--- src/rtl/alu_sched_pkg.sv ---
// Shared definitions for the two-port ALU operation scheduler.
// Optional flags output is enabled with ALU_SCHED_FLAGS_EN.
package alu_sched_pkg;

  localparam logic [1:0] OP_ADD = 2'b00;
  localparam logic [1:0] OP_SUB = 2'b01;
  localparam logic [1:0] OP_CMP = 2'b10;
  localparam logic [1:0] OP_AND = 2'b11;

  typedef enum logic [1:0] {
    IDLE = 2'd0,
    EXEC = 2'd1,
    DONE = 2'd2
  } sched_state_e;

endpackage

--- src/rtl/alu_core.sv ---
// Combinational WIDTH-bit ALU: add, sub, compare, and.
// carry is meaningful only for add, borrow only for sub; both read 0 otherwise.
module alu_core
  import alu_sched_pkg::*;
#(
  parameter int unsigned WIDTH = 4
) (
  input  logic [1:0]       op_i,
  input  logic [WIDTH-1:0] a_i,
  input  logic [WIDTH-1:0] b_i,
  output logic [WIDTH-1:0] y_o,
  output logic             carry_o,
  output logic             borrow_o
);

  logic [WIDTH:0] sum;

  always_comb begin
    sum      = {1'b0, a_i} + {1'b0, b_i};
    y_o      = '0;
    carry_o  = 1'b0;
    borrow_o = 1'b0;
    case (op_i)
      OP_ADD: begin
        y_o     = sum[WIDTH-1:0];
        carry_o = sum[WIDTH];
      end
      OP_SUB: begin
        y_o      = a_i - b_i;
        borrow_o = (a_i < b_i);
      end
      // Compare packs {gt, lt, eq} into the low three bits.
      OP_CMP: y_o[2:0] = {(a_i > b_i), (a_i < b_i), (a_i == b_i)};
      default: y_o = a_i & b_i;
    endcase
  end

endmodule

--- src/rtl/alu_op_scheduler.sv ---
// Round-robin scheduler sharing one ALU between two requesters (IDLE -> EXEC -> DONE).
// Define ALU_SCHED_FLAGS_EN to add the registered res_flags {carry, borrow, zero} output.
module alu_op_scheduler
  import alu_sched_pkg::*;
#(
  parameter int unsigned WIDTH = 4
) (
  input  logic             clk,
  input  logic             rst_n,
  input  logic             req0_valid,
  output logic             req0_ready,
  input  logic [1:0]       req0_op,
  input  logic [WIDTH-1:0] req0_a,
  input  logic [WIDTH-1:0] req0_b,
  input  logic             req1_valid,
  output logic             req1_ready,
  input  logic [1:0]       req1_op,
  input  logic [WIDTH-1:0] req1_a,
  input  logic [WIDTH-1:0] req1_b,
  output logic             res_valid,
  input  logic             res_ready,
  output logic [WIDTH-1:0] res_y,
`ifdef ALU_SCHED_FLAGS_EN
  output logic [2:0]       res_flags,
`endif
  output logic             res_id
);

  sched_state_e     state_q, state_d;
  logic             last_grant_q;
  logic [1:0]       op_q;
  logic [WIDTH-1:0] a_q, b_q;
  logic             id_q;
  logic [WIDTH-1:0] res_y_q;
  logic             res_id_q;

  logic             grant_vld;
  logic             grant_id;
  logic             take;

  logic [WIDTH-1:0] alu_y;
  logic             alu_carry, alu_borrow;

  alu_core #(.WIDTH(WIDTH)) u_alu (
    .op_i    (op_q),
    .a_i     (a_q),
    .b_i     (b_q),
    .y_o     (alu_y),
    .carry_o (alu_carry),
    .borrow_o(alu_borrow)
  );

  // With both ports valid the port that did not win last time gets the grant.
  always_comb begin
    grant_vld = 1'b0;
    grant_id  = 1'b0;
    if (req0_valid && req1_valid) begin
      grant_vld = 1'b1;
      grant_id  = ~last_grant_q;
    end else if (req0_valid) begin
      grant_vld = 1'b1;
    end else if (req1_valid) begin
      grant_vld = 1'b1;
      grant_id  = 1'b1;
    end
  end

  always_comb begin
    state_d    = state_q;
    take       = (state_q == IDLE) && grant_vld;
    req0_ready = take && !grant_id;
    req1_ready = take && grant_id;
    res_valid  = (state_q == DONE);
    case (state_q)
      IDLE:    if (grant_vld) state_d = EXEC;
      EXEC:    state_d = DONE;
      DONE:    if (res_ready) state_d = IDLE;
      default: state_d = IDLE;
    endcase
  end

  always_ff @(posedge clk or negedge rst_n) begin
    if (!rst_n) begin
      state_q      <= IDLE;
      last_grant_q <= 1'b1;
      op_q         <= '0;
      a_q          <= '0;
      b_q          <= '0;
      id_q         <= 1'b0;
      res_y_q      <= '0;
      res_id_q     <= 1'b0;
    end else begin
      state_q <= state_d;
      if (take) begin
        op_q         <= grant_id ? req1_op : req0_op;
        a_q          <= grant_id ? req1_a  : req0_a;
        b_q          <= grant_id ? req1_b  : req0_b;
        id_q         <= grant_id;
        last_grant_q <= grant_id;
      end
      if (state_q == EXEC) begin
        res_y_q  <= alu_y;
        res_id_q <= id_q;
      end
    end
  end

`ifdef ALU_SCHED_FLAGS_EN
  logic [2:0] flags_q;

  always_ff @(posedge clk or negedge rst_n) begin
    if (!rst_n) begin
      flags_q <= '0;
    end else if (state_q == EXEC) begin
      flags_q <= {alu_carry, alu_borrow, (alu_y == '0)};
    end
  end

  assign res_flags = flags_q;
`else
  logic unused_alu_flags;
  assign unused_alu_flags = alu_carry ^ alu_borrow;
`endif

  assign res_y  = res_y_q;
  assign res_id = res_id_q;

endmodule

--- config.mk ---
export PLATFORM = sky130hd
export DESIGN_NAME = alu_op_scheduler
export DESIGN_NICKNAME = d
export VERILOG_FILES = /design/src/rtl/alu_sched_pkg.sv /design/src/rtl/alu_core.sv /design/src/rtl/alu_op_scheduler.sv
export SDC_FILE = /design/constraint.sdc
export NUM_CORES = 1
export LEC_CHECK = 0
export CORE_MARGIN = 8
export CORE_UTILIZATION = 28
export CTS_CLUSTER_DIAMETER = 40
export CTS_CLUSTER_SIZE = 28
export DETAILED_ROUTE_END_ITERATION = 6
export GPL_ROUTABILITY_DRIVEN = 0
export PLACE_DENSITY = 0.57
export SYNTH_ARGS = -nofsm -noshare
export SYNTH_HDL_FRONTEND = slang
export SYNTH_SLANG_ARGS = --single-unit
--- constraint.sdc ---
create_clock -name clk -period 2.6 [get_ports clk]
set_clock_uncertainty 0.05 [all_clocks]
set_input_delay 0.65 -clock clk [delete_from_list [all_inputs] [get_ports clk]]
set_output_delay 0.65 -clock clk [all_outputs]
set_load 0.05 [all_outputs]
==> flow_summary.toml <==
[layout]
multi_input_area_um2 = 639
fin_nets = 190
seqCellArea_um2 = 477
syn_to_final_growth_pct = 42.1
fillCellCount = 394
drive_above_1_share = 0.117
diodes = 0
utilization = 0.413

[drt]
first_pass_iters = 3
wl_um = 2840
antenna_left = 0
vias = 966
drc_errors = 0
drtIter0Drc = 74
viasPerCell = 4.74
wire_per_inst_um = 13.9

[power_and_ir_drop]
p_leak_nw = 0.755
pwr_density_cell_mw_per_mm2 = 1290
p_sw_frac = 0.460
p_comb_frac = 0.620
intPower_w = 0.00115
p_sw_w = 0.000981
power_frac_seq = 0.283
p_clk_frac = 0.097
ir_worst_vdd_mv = 0.438

[worst_setup_path]
worstSetupEndpoint = "res_valid"
r2r_setup_slack_ns = 0.43
crit_path_cell_trace = "nand2b_1 -> inv_1 -> clkdlybuf4s50_1"
reg2reg_to = "res_y[2]"
cp_top_family = "buffers and inverters"
end_kind = "output port"
cp-startpoint = "state_q[0]"
rr_worst_depth = 8
cp_slowest_cell = "clkdlybuf4s50_1"
worstPathArrival_ns = 1.78
cp_max_fo = 6
rr_startpoint = "a_q[0]"
crit_buf_inv = 2
cp_num_cells = 3
critPathKind = "reg2out"
crit_path_max_incr_delay_ns = 0.79
cp-start-kind = "flip-flop"
cp.required_ns = 1.90

[clock_tree]
cts_tree = "yes"
cts_buffer_depth = 2
cts_buffers = 3
post_cts_buffers = 0
cts_num_sinks = 19
clk_latency_ns = 0.26
cts_htree_levels = 1
cts-root-buf = "clkbuf_8"
clk_pin_slew_worst_paths_ns = 0.07

[yosys]
synth_top_area_share = 0.388
synth_area_leaders = "dfrtp_1 (39%), ha_1 (8.6%), a22oi_1 (6.5%)"
synth-seq-area-share = 0.411
yosysTopAreaCell = "dfrtp_1"
syn-num-nets = 153
yosys_warnings = 0
synthCells = 118
ys_types = 39
syn_avg_cell_area_um2 = 9.84
ys_async_sr_fraction = 1.00
synth_edf_count = 0
yosys.cell_count.top_type = "dfrtp_1"
ys_ff_latch = 19
syn_area_mm2 = 0.00116
synthFlopType = "dfrtp_1"
synthTopCellsByCount = "dfrtp_1 (18), nand2_1 (17), a22oi_1 (10), inv_1 (10), ha_1 (8)"

[placed_design]
io_buffers = 32
dp_slack_ns = -0.127
dpl.hpwl_um = 2330

[sta]
timing.final.ws_setup_ns = 0.123
slew_headroom = 0.659
period_share = 0.953
min_period_ns = 2.48
finalSetupViolations = 0
hold_viol = 0
worst_pin_slew_ns = 0.510
rsz0062_at_grt = "no"
fmax_mhz = 404
slew_violations = 0

[global_routing]
gr-max-usage-layer = "met2"
met2_usage = 0.163
gr-usage-met1 = 0.116
antenna_found_initial = 0
grt_pass1_wl_um = 5090
grt_usage = 0.0977
grt.met3_usage = 0.0335
grt_max_degree = 20
first_global_vias = 1107
grt_overflow = 0

[floorplan]
fp.dieW_um = 80.4
dieArea_mm2 = 0.00646
die_h_um = 80.4
start_util = 0.290
ios = 33
core-area_mm2 = 0.00400
num_rows = 23

[run_status]
outcome = "completed"

[worst_hold_path]
min_path_type = "reg2reg"

[job]
drv_cap = 0
==> state kept, by name (all words and copies together), names as in the netlist <==
signal        cells
id_q              1
b_q               4
state_q           2
op_q              2
res_id            1
a_q               4
last_grant_q      1
res_y             4
==> timing repair <==
item,in CTS,in global routing
gates cloned,0,0
gates resized for setup,1,4
endpoints found under the setup margin,1,1
pin swaps,1,1
hold endpoints to repair,0,0
hold buffers,0,0
==> tightest hold or removal path, cell delays in order, from the launching register on <==
cell and delay (ns):
dfrtp_1 0.35, nand2_1 0.04, o21ai_0 0.06
==> metal layers <==
layer  wire length, µm  up-vias
met2              1340       24
met5                 0        -
met1              1320      451
met4                18        0
li1                  -      489
met3               161        2
==> worst min path at each step <==
| stage | from | endpoint | slack (ns) | cells after the start |
|---|---|---|---|---|
| after CTS | res_id | res_id | 0.44 | 2 |
| final | res_y[0] | res_y[0] | 0.44 | 2 |
| after floorplan | rst_n | a_q[0] | 0.30 | 0 |
| after global placement | res_id | res_id | 0.42 | 2 |
| after detailed placement | res_id | res_id | 0.43 | 2 |
| after global routing | res_id | res_id | 0.46 | 2 |
==> cell usage in the layout (no fill, tap or decap), drive strengths merged, types with 2 or more instances in the layout <==
| master | n |
|---|---|
| a21oi | 3 |
| mux2 | 2 |
| buf | 6 |
| dfrtp | 18 |
| fa | 2 |
| clkbuf | 4 |
| nor3b | 2 |
| nand3 | 3 |
| a21o | 2 |
| nor2 | 4 |
| inv | 10 |
| clkdlybuf4s50 | 28 |
| ha | 8 |
| nand2 | 17 |
| o21ai | 9 |
| xor2 | 2 |
| dlymetal6s2s | 2 |
| nor2b | 2 |
| a22oi | 10 |
| nand2b | 2 |
==> final cells by class <==
| type | instances | area share |
|---|---|---|
| clock buffers | 3 | 0.0250 |
| clock inverters | 1 | 0.00303 |
| inverters | 10 | 0.0227 |
| multi-input cells | 84 | 0.387 |
| flip-flops and latches | 19 | 0.289 |
| well taps | 50 | 0.0379 |
| repair buffers | 37 | 0.235 |
==> through the flow <==
| step | hold slack (ns) | power [W] | std cells | cell area (µm²) | setup TNS, ns |
|---|---|---|---|---|---|
| 3_5_place_dp | 0.426 | 0.00192 | 200 | 1580 | -0.127 |
| 4_1_cts | 0.444 | 0.00215 | 204 | 1640 | 0 |
| 5_1_grt | 0.464 | 0.00233 | 204 | 1650 | 0 |
| 2_1_floorplan | 0.304 | 0.00154 | 118 | 1160 | 0 |
| 6_report | 0.436 | 0.00213 | 204 | 1650 | 0 |
| 3_3_place_gp | 0.416 | 0.00189 | 200 | 1580 | -0.0352 |
==> power by group through the flow <==
| stage | clock network (W) | logic (W) | registers, W |
|---|---|---|---|
| after floorplan | 0 | 0.000873 | 0.000665 |
| after global placement | 0 | 0.00129 | 0.000600 |
| after detailed placement | 0 | 0.00132 | 0.000604 |
| after CTS | 0.000216 | 0.00133 | 0.000604 |
| after global routing | 0.000228 | 0.00147 | 0.000633 |
| final | 0.000207 | 0.00132 | 0.000604 |
==> kinds of logic (layout without fill, tap and decap cells) <==
kind of cell / Yosys count / after routing / share of synthesized area
AO/OA/AOI/OAI: 31 / 31 / 0.182
XOR/XNOR: 2 / 2 / 0.0151
adder cells (fa/ha/maj): 10 / 10 / 0.121
multiplexers: 4 / 4 / 0.0506
buffers and inverters: 15 / 51 / 0.0560
flip-flops: 19 / 19 / 0.411
AND/OR/NAND/NOR: 37 / 37 / 0.165
(Power assumes the default switching activity.)
